==> src/rtl/div_pkg.sv <==
// div_pkg: shared widths, handshake levels and FSM state encodings for the divider.
package div_pkg;
    localparam int REG_BUS = 32;
    localparam int DOUBLE_REG_BUS = 64;
    localparam logic DIV_RESULT_READY = 1'b1;
    localparam logic DIV_RESULT_NOT_READY = 1'b0;
    localparam logic DIV_START = 1'b1;
    localparam logic DIV_STOP = 1'b0;
    typedef enum logic [1:0] {DIV_FREE, DIV_BY_ZERO, DIV_ON, DIV_END} div_state_e;
endpackage

==> src/rtl/div_step.sv <==
// div_step: one restoring subtract-and-shift step on the working register (bit 64 not needed).
module div_step import div_pkg::*; (
    input  logic [DOUBLE_REG_BUS-1:0] work,
    input  logic [REG_BUS-1:0]        divisor,
    output logic [DOUBLE_REG_BUS:0]   next
);
    logic [REG_BUS:0] diff;
    assign diff = {1'b0, work[63:32]} - {1'b0, divisor};
    assign next = diff[REG_BUS] ? {work, 1'b0} : {diff[31:0], work[31:0], 1'b1};
endmodule

==> src/rtl/div.sv <==
// div: 32-cycle restoring divider, result {remainder, quotient}.
// Signed operation and sign fixup exist only when DIV_SIGNED_EN is defined.
module div import div_pkg::*; (
    input  logic                      clk,
    input  logic                      rst,
    input  logic                      signed_div_i,
    input  logic [REG_BUS-1:0]        opdata1_i,
    input  logic [REG_BUS-1:0]        opdata2_i,
    input  logic                      start_i,
    input  logic                      annul_i,
    output logic [DOUBLE_REG_BUS-1:0] result_o,
    output logic                      ready_o
);
    div_state_e state;
    logic [5:0] cnt;
    logic [DOUBLE_REG_BUS:0] work, work_next;
    logic [REG_BUS-1:0] divisor, mag_a, mag_b, quo, rem;
    logic accept;
    assign accept = start_i == DIV_START && !annul_i;
`ifdef DIV_SIGNED_EN
    logic neg_q, neg_r;
    assign mag_a = (signed_div_i && opdata1_i[31]) ? -opdata1_i : opdata1_i;
    assign mag_b = (signed_div_i && opdata2_i[31]) ? -opdata2_i : opdata2_i;
    assign quo = neg_q ? -work[31:0] : work[31:0];
    assign rem = neg_r ? -work[64:33] : work[64:33];
    always_ff @(posedge clk or posedge rst)
        if (rst)
            {neg_q, neg_r} <= 2'b00;
        else if (state == DIV_FREE && accept)
            {neg_q, neg_r} <= {signed_div_i & (opdata1_i[31] ^ opdata2_i[31]), signed_div_i & opdata1_i[31]};
`else
    logic unused_signed;
    assign unused_signed = signed_div_i;
    assign mag_a = opdata1_i;
    assign mag_b = opdata2_i;
    assign quo = work[31:0];
    assign rem = work[64:33];
`endif
    div_step u_step (.work(work[63:0]), .divisor(divisor), .next(work_next));
    always_ff @(posedge clk or posedge rst) begin
        if (rst) begin
            state <= DIV_FREE;
            cnt <= 6'd0;
            work <= '0;
            divisor <= '0;
            ready_o <= DIV_RESULT_NOT_READY;
            result_o <= '0;
        end else begin
            case (state)
                DIV_FREE: begin
                    ready_o <= DIV_RESULT_NOT_READY;
                    result_o <= '0;
                    if (accept && opdata2_i == '0)
                        state <= DIV_BY_ZERO;
                    else if (accept) begin
                        state <= DIV_ON;
                        cnt <= 6'd0;
                        work <= {32'b0, mag_a, 1'b0};
                        divisor <= mag_b;
                    end
                end
                DIV_BY_ZERO: begin
                    work <= '0;
                    result_o <= '0;
                    state <= DIV_END;
                end
                DIV_ON: begin
                    if (annul_i)
                        state <= DIV_FREE;
                    else if (cnt != 6'd32) begin
                        work <= work_next;
                        cnt <= cnt + 6'd1;
                    end else begin
                        state <= DIV_END;
                        result_o <= {rem, quo};
                        ready_o <= DIV_RESULT_READY;
                    end
                end
                DIV_END: begin
                    // zero-divisor path arrives here not yet ready and raises ready one edge later
                    if (start_i == DIV_START)
                        ready_o <= DIV_RESULT_READY;
                    else begin
                        state <= DIV_FREE;
                        ready_o <= DIV_RESULT_NOT_READY;
                        result_o <= '0;
                    end
                end
                default: state <= DIV_FREE;
            endcase
        end
    end
endmodule

==> config.mk <==
export PLATFORM = sky130hd
export DESIGN_NAME = div
export DESIGN_NICKNAME = d
export VERILOG_FILES = /design/src/rtl/div_pkg.sv /design/src/rtl/div_step.sv /design/src/rtl/div.sv
export SDC_FILE = /design/constraint.sdc
export NUM_CORES = 1
export LEC_CHECK = 0
export ABC_AREA = 0
export BUFFER_PORTS_ARGS = -buffer_cell sky130_fd_sc_hd__buf_2
export CELL_PAD_IN_SITES_DETAIL_PLACEMENT = 0
export CELL_PAD_IN_SITES_GLOBAL_PLACEMENT = 2
export CORE_ASPECT_RATIO = 1.75
export CORE_MARGIN = 3
export CORE_UTILIZATION = 38
export CTS_BUF_LIST = sky130_fd_sc_hd__clkbuf_8 sky130_fd_sc_hd__clkbuf_16
export CTS_CLUSTER_SIZE = 40
export DETAILED_ROUTE_END_ITERATION = 10
export PLACE_DENSITY = 0.87
export SYNTH_ARGS = -nofsm -noshare
export SYNTH_HDL_FRONTEND = slang
export SYNTH_SLANG_ARGS = --single-unit
==> constraint.sdc <==
create_clock -name clk -period 9.4 [get_ports clk]
set_clock_uncertainty 0.15 [all_clocks]
set_input_delay 1.88 -clock clk [delete_from_list [all_inputs] [get_ports clk]]
set_output_delay 1.88 -clock clk [all_outputs]
set_load 0.02 [all_outputs]
==> flow_metrics.env <==
export IMPL_status="finished clean"
export IMPL_critical_path_slowest_cell="sky130_fd_sc_hd__nor4_1"
export IMPL_hold_viol_final=0
export IMPL_powerDensity_nw_per_um2=291
export IMPL_synth_top_cell_by_area="sky130_fd_sc_hd__dfrtp_1"
export IMPL_route_final_wire_length_um=23300
export IMPL_timing_slew_headroom_pct=28.5
export IMPL_fin_tns_setup_ps=0
export IMPL_cp_slowest_stage_delay_ps=470
export IMPL_clock_tree_root_buffer_cell="sky130_fd_sc_hd__clkbuf_16"
export IMPL_power_mw=3.15
export IMPL_worst_ep_required_time_ps=9560
export IMPL_register_area_um2=4250
export IMPL_max_cap_check_violation_count=0
export IMPL_critical_path_cell_chain="buf_2, nor4_1, nand4_1, o21bai_1, a21boi_1, and3_1, o21ai_2, a2bb2oi_1, o21ai_0"
export IMPL_grt_pass1_vias=7647
export IMPL_fin_crit_share_pct=43.0
export IMPL_routed_via_count=7371
export IMPL_overflow=0
export IMPL_ctsLongestPathBuffers=2
export IMPL_clock_sinks=170
export IMPL_post_synth_num_cell_types=67
export IMPL_total_nets_after_synthesis=1123
export IMPL_number_of_synthesized_register_bits=170
export IMPL_syn_inst=1014
export IMPL_critical_path_arrival_ps=4200
export IMPL_worstReg2RegEnd="work[63]"
export IMPL_max_freq_ghz=0.248
export IMPL_synth_enable_flop_cells=0
export IMPL_synth_most_common_cell="sky130_fd_sc_hd__nand2_1"
export IMPL_dpl_hpwl_um=16500
export IMPL_endpoint_kind="register"
export IMPL_numPortBuffers=132
export IMPL_avgRoutedWirePerCell_um=16.2
export IMPL_leading_post_synthesis_cells_by_instance_count="223 x sky130_fd_sc_hd__nand2_1, 170 x sky130_fd_sc_hd__dfrtp_1, 124 x sky130_fd_sc_hd__o21ai_0, 46 x sky130_fd_sc_hd__inv_1, 43 x sky130_fd_sc_hd__clkbuf_1"
export IMPL_total_leakage_power_nw=5.23
export IMPL_multi_input_area_um2=4660
export IMPL_gpl_final_weighted_congestion=0.882
export IMPL_post_cts_resized_instances=0
export IMPL_clock_tree_from_tritoncts="built"
export IMPL_synth_xor_area_share_pct=2.27
export IMPL_drt_antenna_violating_nets=0
export IMPL_register_to_register_setup_slack_ps=6080
export IMPL_synthToLayoutAreaGrowth_pct=16.5
export IMPL_startpoint_type="primary input"
export IMPL_slew_violations=0
export IMPL_number_of_cells_traversed_by_the_worst_register_to_register_path=11
export IMPL_initial_core_util_pct=38.6
export IMPL_dieArea_um2=26400
export IMPL_setup_violations=0
export IMPL_detail_route_vias_per_cell=5.12
export IMPL_largest_family_of_logic_cells_by_synthesized_area="compound AO/OA/AOI/OAI gates"
export IMPL_worstHoldStart="result_o[13]"
export IMPL_crit_path_max_fanout=12
export IMPL_wire_length_of_the_first_global_routing_pass_um=38800
export IMPL_async_reset_ff_share_pct=100
export IMPL_floorplan_core_area_um2=24000
export IMPL_drt_first_iter_violations=344
export IMPL_yosys_warnings=0
export IMPL_final_cells=1439
export IMPL_clk_transition_reported_paths_ps=60
export IMPL_diodes=0
export IMPL_synth_top_cells_by_area="sky130_fd_sc_hd__dfrtp_1 46%, sky130_fd_sc_hd__nand2_1 9.0%, sky130_fd_sc_hd__o21ai_0 6.7%"
export IMPL_rsz_0062_raised_after_global_routing="false"
export IMPL_layout_min_cycle_time_ps=4040
export IMPL_top_level_ports=134
export IMPL_std_cell_rows=75
export IMPL_holdBufCountCts=0
export IMPL_largest_net_degree_at_the_start_of_global_routing=105
export IMPL_synth_seq_area_share_pct=45.9
export IMPL_floorplan_die_width_um=124
export IMPL_muxShareOfSynthArea_pct=6.99
export IMPL_antenna_found_initial=1
export IMPL_yosys_area_share_simple_pct=16.2
export IMPL_worst_ir_drop_vdd_uv=273
export IMPL_netlist_area_before_placement_um2=9270
export IMPL_post_route_util_pct=45.0
export IMPL_holdCritPathClass="reg2reg"
export IMPL_die_height_um=213
export IMPL_critPathKind="in2reg"
export IMPL_critPathLaunch="opdata2_i[28]"
export IMPL_endpoint="work[60]"
export IMPL_synth_top_cell_area_share_pct=45.9
export IMPL_cts_post_setup_buffers_inserted=0
export IMPL_htree_num_levels=4
export IMPL_final_net_count=1227
export IMPL_gr_usage_all_layers_pct=18.9
export IMPL_fillerInstances=2451
export IMPL_syn_mean_instance_area_um2=9.14
export IMPL_drive_gt1_share_pct=19.6
export IMPL_dp_cells=1407
export IMPL_synthAdderAreaFrac_pct=5.48
export IMPL_worst_slew_pin_transition_ps=1070
export IMPL_remaining_drc_errors=0
export IMPL_numCtsBuffers=17
export IMPL_most_used_dff_post_synth="sky130_fd_sc_hd__dfrtp_1"
export IMPL_drt_pass1_iterations=6
export IMPL_clkLatencyLatePin_ps=450
export IMPL_synth_compound_area_share_pct=18.9
export IMPL_worst_reg2reg_path_startpoint="work[32]"
sequential cells by signal, indices dropped and copies added, names as in the netlist:
register,cells
cnt,6
work,65
state,2
result_o,64
divisor,32
ready_o,1
cell families after synthesis:
kind of cell,count (synthesis)
and+or+nand+nor,337
AOI/OAI and AO/OA,283
DFF,170
buffers and inverters,100
muxes,60
adders and majority gates,40
xor gates and xnor gates,24
power breakdown:
group	internal (mW)	total (mW)	leakage [nW]	switching (mW)
clock network	0.437	0.738	0.301	0.301
registers	0.925	1.04	2.26	0.114
logic	0.451	1.37	2.67	0.920
placed cells by master (no fill, tap or decap), drive strengths merged, types with 6 or more instances in the layout:
cell	instances
nand2	224
dfrtp	170
o21ai	147
buf	139
inv	49
ha	39
mux2	38
a31oi	36
nor2b	35
a21oi	34
nor2	24
mux2i	22
clkbuf	20
xor2	14
nor4	12
nand2b	11
a21o	11
xnor2	10
o31ai	9
and3	7
a32oi	7
nand3	6
final cells by class:
cell class              instances  share of cell area (%)
well taps                     308                    3.57
multi-input cells             744                    43.1
repair buffers                139                    6.60
clock buffers                  20                    4.32
flip-flops and latches        170                    39.4
inverters                      46                    1.64
clock inverters                12                    1.37
critical path: cells and delay by family:
| family | cells | cell delay (ps) |
|---|---|---|
| buffers and inverters | 1 | 120 |
| AND/OR/NAND/NOR | 3 | 1200 |
| AO/OA/AOI/OAI | 5 | 980 |
routing by layer:
| layer | share of wire [%] | global-route usage (%) | vias to the layer above |
|---|---|---|---|
| li1 | - | - | 3744 |
| met1 | 41 | 21.6 | 3475 |
| met2 | 54 | 34.5 | 122 |
| met3 | 3.3 | 3.51 | 28 |
| met4 | 2.1 | 6.62 | 2 |
| met5 | 0.047 | 0 | - |
worst min-delay path by stage:
stage,end,slack [ps],cells after the start
floorplan,work[64],310,2
global placement,result_o[17],310,2
detailed placement,result_o[58],310,2
CTS,result_o[58],330,2
global route,result_o[15],340,2
finish,result_o[13],320,2
per-stage QoR:
| stage | setup slack [ps] | cell area, µm² | hold slack (ps) |
|---|---|---|---|
| 6_report | 5360 | 10800 | 319 |
| 5_1_grt | 5080 | 10800 | 345 |
| 4_1_cts | 5220 | 10800 | 329 |
| 3_5_place_dp | 4700 | 10200 | 315 |
| 3_3_place_gp | 4730 | 10200 | 306 |
| 2_1_floorplan | 2770 | 9270 | 306 |
Note: power is estimated with default switching activity, not from simulation.
